==> config.mk <==
export PLATFORM = sky130hd
export DESIGN_NAME = config_serial_rx
export DESIGN_NICKNAME = d
export VERILOG_FILES = /design/src/rtl/config_rx_pkg.sv /design/src/rtl/config_rx_tick.sv /design/src/rtl/config_serial_rx.sv
export SDC_FILE = /design/constraint.sdc
export NUM_CORES = 1
export LEC_CHECK = 0
export BUFFER_PORTS_ARGS = -buffer_cell sky130_fd_sc_hd__buf_2
export CORE_AREA = 2 2 45 89
export CTS_BUF_LIST = sky130_fd_sc_hd__clkbuf_4 sky130_fd_sc_hd__clkbuf_8
export DETAILED_ROUTE_END_ITERATION = 10
export DIE_AREA = 0 0 47 91
export PLACE_DENSITY = 0.75
export SETUP_SLACK_MARGIN = 0.2
export SYNTH_ARGS = -nofsm -noshare
export SYNTH_HDL_FRONTEND = slang
export SYNTH_SLANG_ARGS = --single-unit
==> constraint.sdc <==
create_clock -name clock -period 1.8 [get_ports clock]
set_input_delay 0.36 -clock clock [delete_from_list [all_inputs] [get_ports clock]]
set_output_delay 0.36 -clock clock [all_outputs]
set_load 0.01 [all_outputs]
==> src/rtl/config_rx_pkg.sv <==
// config_rx_pkg: shared encodings for the
// configuration serial receiver.
package config_rx_pkg;

  typedef enum logic [2:0] {
    INICIAL  = 3'd0,
    START    = 3'd1,
    DADOS    = 3'd2,
    PARIDADE = 3'd3,
    STOP     = 3'd4,
    FIM      = 3'd5
  } rx_state_t;

  localparam int   DATA_BITS  = 8;
  localparam logic STOP_VALUE = 1'b1;
  localparam logic IDLE_VALUE = 1'b1;

endpackage

==> src/rtl/config_rx_tick.sv <==
// config_rx_tick: bit-period counter with
// half-bit or full-bit terminal count.
module config_rx_tick #(
  parameter int CLKS_PER_BIT = 5208
) (
  input  logic clock,
  input  logic reset,
  input  logic clear,
  input  logic half,
  output logic tick
);

  localparam int W = $clog2(CLKS_PER_BIT);
  localparam logic [W-1:0] T_FULL =
    W'(CLKS_PER_BIT - 1);
  localparam logic [W-1:0] T_HALF =
    W'(CLKS_PER_BIT / 2 - 1);

  logic [W-1:0] cnt_q;

  assign tick = (cnt_q ==
    (half ? T_HALF : T_FULL));

  // count, wrap at terminal, restart on clear
  always_ff @(posedge clock or negedge reset) begin
    if (!reset)
      cnt_q <= '0;
    else if (clear || tick)
      cnt_q <= '0;
    else
      cnt_q <= cnt_q + W'(1);
  end

endmodule

==> src/rtl/config_serial_rx.sv <==
// config_serial_rx: start/8 data/parity/stop
// frame receiver feeding the config manager.
module config_serial_rx
  import config_rx_pkg::*;
#(
  parameter int CLKS_PER_BIT   = 5208,
  parameter bit PARIDADE_IMPAR = 1'b0
) (
  input  logic                 clock,
  input  logic                 reset,
  input  logic                 rx_serial,
  output logic [DATA_BITS-1:0] dado,
  output logic                 fim_recepcao,
  output logic                 paridade_ok,
  output logic                 erro_frame,
  output logic                 ocupado
);

  localparam int IW = $clog2(DATA_BITS);

  rx_state_t state_q, state_d;
  logic [1:0] sync_q;
  logic rx_s;
  logic tick, clear, half;
  logic [IW-1:0] idx_q;
  logic bit_last;
  logic [DATA_BITS-1:0] shr_q;
  logic par_q;

  assign rx_s = sync_q[1];
  assign bit_last = (idx_q == IW'(DATA_BITS - 1));
  assign half = (state_q == START);
  assign clear = (state_d != state_q) ||
                 (state_q == INICIAL);

  config_rx_tick #(
    .CLKS_PER_BIT(CLKS_PER_BIT)
  ) u_tick (
    .clock(clock),
    .reset(reset),
    .clear(clear),
    .half (half),
    .tick (tick)
  );

  // two-flop synchronizer, idles high
  always_ff @(posedge clock or negedge reset) begin
    if (!reset)
      sync_q <= {IDLE_VALUE, IDLE_VALUE};
    else
      sync_q <= {sync_q[0], rx_serial};
  end

  // state register
  always_ff @(posedge clock or negedge reset) begin
    if (!reset)
      state_q <= INICIAL;
    else
      state_q <= state_d;
  end

  // next-state and pulse/busy outputs
  always_comb begin
    state_d      = state_q;
    fim_recepcao = 1'b0;
    ocupado      = 1'b1;
    unique case (state_q)
      INICIAL: begin
        ocupado = 1'b0;
        if (!rx_s)
          state_d = START;
      end
      START: begin
        if (tick)
          state_d = rx_s ? INICIAL : DADOS;
      end
      DADOS: begin
        if (tick && bit_last)
          state_d = PARIDADE;
      end
      PARIDADE: begin
        if (tick)
          state_d = STOP;
      end
      STOP: begin
        if (tick)
          state_d = FIM;
      end
      FIM: begin
        fim_recepcao = 1'b1;
        state_d      = INICIAL;
      end
      default: state_d = INICIAL;
    endcase
  end

  // shift register, parity capture, results
  always_ff @(posedge clock or negedge reset) begin
    if (!reset) begin
      idx_q       <= '0;
      shr_q       <= '0;
      par_q       <= 1'b0;
      dado        <= '0;
      paridade_ok <= 1'b0;
      erro_frame  <= 1'b0;
    end else begin
      if (state_q == INICIAL)
        idx_q <= '0;
      if (state_q == DADOS && tick) begin
        shr_q <= {rx_s, shr_q[DATA_BITS-1:1]};
        idx_q <= idx_q + IW'(1);
      end
      if (state_q == PARIDADE && tick)
        par_q <= rx_s;
      if (state_q == STOP && tick) begin
        dado        <= shr_q;
        paridade_ok <=
          ((^{shr_q, par_q}) == PARIDADE_IMPAR) &&
          (rx_s == STOP_VALUE);
        erro_frame  <= (rx_s != STOP_VALUE);
      end
    end
  end

endmodule

== Word level (Yosys, flattened, before mapping) ==
Index checks and enable logic that the tools add are counted.

* Register bits: 40
* Output and inout port bits: 12

* Bitwise gates (word level): 2
* Reduce and logical (&&, ||, !) cells: 10
* Add/sub/neg operators: 2
* Muxes and demuxes: 13
* Equal/unequal tests: 8

{| class="wikitable"
|+ Operator list
! operator !! number
|-
| two-way mux 13 bit || 2
|-
| two-way mux 3 bit || 7
|-
| case mux 3 bit (5 select lines) || 1
|-
| adder 13 x 1 -> 13 bit, second input constant || 1
|-
| equality test 13 bit || 1
|-
| equality test 3 bit, second input constant || 3
|-
| parity 9 bit || 1
|-
| equality test 3 x 2 -> 1 bit, second input constant || 2
|-
| logical AND 1 bit || 5
|-
| adder 3 x 1 -> 3 bit, second input constant || 1
|-
| equality test 3 x 1 -> 1 bit, second input constant || 1
|-
| zero test 3 bit || 1
|-
| != test 3 bit || 1
|-
| logical OR 1 bit || 2
|-
| two-way mux 1 bit || 2
|-
| two-way mux 2 bit || 1
|-
| inverter 1 bit || 2
|-
| nonzero test 2 bit || 1
|}

== Logic depth before layout (Yosys ltp) ==
* Depth after elaboration: 10
* Depth in mapped cells: 7
* Gate-level depth less buffers: 5

== By module ==
A second synthesis with hierarchy kept.

* Cells, all modules: 184
* Area total of the unflattened synthesis: 1926.8 um^2

{| class="wikitable"
|+ By module, submodules not included
! module !! instances !! cells an instance !! area an instance (um^2) !! sequential area each (um^2)
|-
| config_serial_rx || 1 || 114 || 1236.2 || 678.2
|-
| config_rx_tick || 1 || 70 || 690.7 || 325.3
|}

== Worst setup path before layout ==
No wires, ideal clock.

* Path type: flip-flop to flip-flop
* From: register u_tick.cnt_q[9]
* To: register dado[0]
* Slack: -53 ps
* Period minus slack after synthesis: 1853 ps
* Cell stages (with the launch flop): 7
* Arrival: 1728 ps
* Cell sequence: dfrtp_1 -> and4bb_1 -> nand3b_2 -> a21oi_4 -> nor3b_2 -> buf_6 -> mux2_4

* Word-level cells in the longest chain between the ends: 2

{| class="wikitable"
|+ Ends and longest elaborated chain
! what !! RTL line !! source
|-
| from (decl) || config_rx_tick.sv:19 || <nowiki>logic [W-1:0] cnt_q;</nowiki>
|-
| from (signal assigned) || config_rx_tick.sv:31 || <nowiki>cnt_q <= cnt_q + W'(1);</nowiki>
|-
| equality test 13 bit || config_rx_tick.sv:21 || <nowiki>assign tick = (cnt_q ==</nowiki>
|-
| logical AND 1 bit || config_serial_rx.sv:115 || <nowiki>if (state_q == STOP && tick) begin</nowiki>
|-
| to (signal assigned) || config_serial_rx.sv:116 || <nowiki>dado <= shr_q;</nowiki>
|-
| to (decl) || config_serial_rx.sv:12 || <nowiki>output logic [DATA_BITS-1:0] dado,</nowiki>
|}

Every way passes these cells.
A chain may end at the register's enable or synchronous reset.

== Worst setup path after layout ==
* From: register u_tick.cnt_q[9]
* To: register dado[3]

Same word-level chain as after synthesis.

==> impl_metrics.ini <==
[status]
status = finished, violations left
violations = setup timing

[floorplan]
core_region_area_um2 = 3570
die-area_um2 = 4280
rows = 31
die_w_um = 47
die_h_um = 91
io_pins = 15
start_util_pct = 54.2

[global_routing]
grt_first_pass_wirelength_um = 6580
gr-total-overflow = 0
grt_pass1_vias = 1472
grt_usage_pct = 21.3
antenna_found_initial = 0
grt_max_degree = 22

[clocking]
cts_tree = built
htree_levels = 2
clock-sinks = 40
clockBufferDepth = 2
cts_inserted_buffers = 5
clk_latency_ps = 290
cts_hold_buf = 0
clkTransAtPathRegs_ps = 70
ctsRootBufferMaster = clkbuf_8

[synthesis]
synth-compound-area-share_pct = 2.71
ys_seq_elements = 40
yosys.area_share.simple_pct = 18.2
ys_seq_area_share_pct = 51.8
netlist.area_leader.share_pct = 49.1
ys_warn_count = 0
avgSynthCellArea_um2 = 12.3
synthXorXnorAreaFrac_pct = 8.86
synthesis.instances = 157
synth_cell_types = 38
synth_area_leaders = dfrtp_1 49%, mux2_4 7.0%, mux2_2 5.8%
synth_area_um2 = 1940
synth_top_family_by_area = simple AND/OR/NAND/NOR gates
synth-adder-area-share_pct = 1.94
syn_nets = 163
synth_top_area_cell = dfrtp_1
synth_mux_area_share_pct = 13.8

[sta]
fin_crit_sh_pct = 102
period_minus_slack_ps = 1840
drv_slew = 0
finalHoldViolCount = 0
max_freq_mhz = 545
finClkSkew_ps = 6.30
setup_viol = 10
worst_slack_ps = -35.2
rsz0062_at_grt = yes
worst_slew_pin_slew_ps = 481
relSlewSlack_pct = 68.0

[placement]
io_buffers = 14
place_hpwl_um = 2810
gp_congestion = 0.832

[cells_and_area]
diodes = 0
nFillCells = 261
post-route-util_pct = 67.6
drive_gt1_share_pct = 41.8
layout_commonest_cell = dfrtp_1
syn_to_final_growth_pct = 24.7
final_cell_mix = 38 x dfrtp_1, 20 x buf_4, 19 x nor2_1, 13 x buf_2, 10 x mux2_4
nets = 206

[detailed_routing]
vias = 1370
drc = 0
vias_per_cell = 5.48
drt-total-wl_um = 4160
avgRoutedWirePerCell_um = 16.6
drt_pass1_iterations = 6
drt_iter0_markers = 21
antenna_left = 0

[worst_setup_path]
critPathLaunchType = flip-flop
cp.required_ps = 1970
worstSetupPathType = reg2reg
r2r_slack_ps = -40
end_kind = flip-flop
reg2reg_depth = 6
cp.arrival_ps = 2000
crit_fanout = 9

[run]
cap_violations = 0

[pwr]
power_mw = 1.54
leakagePower_nw = 1.22
peakVddDrop_uv = 505
power_density_nw_per_um2 = 637

[hold_path]
worstHoldPathType = in2async
==> synthesized netlist by cell type (all sizes together) <==
library cell  number
nand2              8
inv                5
dfstp              2
mux2              19
ha                 3
xnor3              1
xnor2              8
or2b               1
clkbuf             1
nor2              19
mux2i              2
and4bb             3
a211oi             1
buf                4
nand4b             1
o211ai             1
and4               2
or3                2
and4b              1
nand3b             2
xor2               9
and3               2
nor3               1
a31oi              1
and2               1
nor3b              2
nand4              4
nand3              8
o21ai              3
and2b              1
dfrtp             38
a21oi              1
==> area by class of cell <==
type | instances | area [um^2] | area share, %
timing repair buffer | 40 | 315 | 13.1
sequential | 40 | 1000 | 41.6
multi-input combinational | 108 | 923 | 38.3
tap | 49 | 61.3 | 2.54
clock buffer | 8 | 91.3 | 3.78
inverter | 5 | 18.8 | 0.778
==> metrics by stage <==
stage / hold WS, ps / TNS [ps] / cells / instance area [um^2] / worst slack [ps]
after global routing: 44.7 / -1060 / 250 / 2410 / -80.1
after floorplan: 64.4 / -478 / 157 / 1940 / -53.1
after detailed placement: 349 / 0 / 229 / 2160 / 8.12
after CTS: 36.1 / 0 / 244 / 2350 / 8.46
after global placement: 333 / 0 / 229 / 2160 / 45.6
final: 25.0 / -226 / 250 / 2410 / -35.2
==> state kept, by name, indices dropped and copies added, names as in the netlist <==
signal and flops:
sync_q 2, paridade_ok 1, erro_frame 1, par_q 1, idx_q 3, u_tick.cnt_q 13
state_q 3, dado 8, shr_q 8
==> logic make-up after synthesis <==
family,Yosys count
flops,40
buf+inv,10
fa+ha+maj,3
compound gates,7
xor+xnor,18
mux,21
simple gates,58
==> worst max-delay path, stage by stage (launching register included) <==
cell and delay [ps]:
dfrtp_1 410, and4bb_1 310, nand3b_2 110, a21oi_4 170, nor3b_2 210, buf_6 200, mux2_4 310
==> power by group <==
group	switching, mW	internal (mW)	total [mW]
Sequential	0.00200	0.902	0.904
Clock	0.286	0.320	0.607
Combinational	0.0198	0.00649	0.0263
==> layer usage <==
layer	wire (um)	up-vias	GRT usage [%]	part of all wire, %
met5	0	-	0	0
met4	163	0	12.3	3.9
met3	84	17	3.78	2.0
met2	2390	32	37.8	57
li1	-	632	-	-
met1	1520	689	20.7	37
==> worst paths after layout <==
check | startpoint | endpoint
worst min register to register | sync_q[0] | sync_q[1]
min in group clock | rx_serial | sync_q[0]
worst max-delay path | u_tick.cnt_q[9] | dado[3]
max in group asynchronous | reset | u_tick.cnt_q[11]
worst min-delay path | reset | shr_q[7]
worst max register to register | u_tick.cnt_q[9] | dado[3]
==> timing repair <==
item	CTS	global route
pin swaps	1	6
gates cloned	1	0
setup buffers	6	6
gates resized for setup	9	4
endpoints found under the setup margin	36	40
No activity file was read; power rests on OpenSTA's default activity.
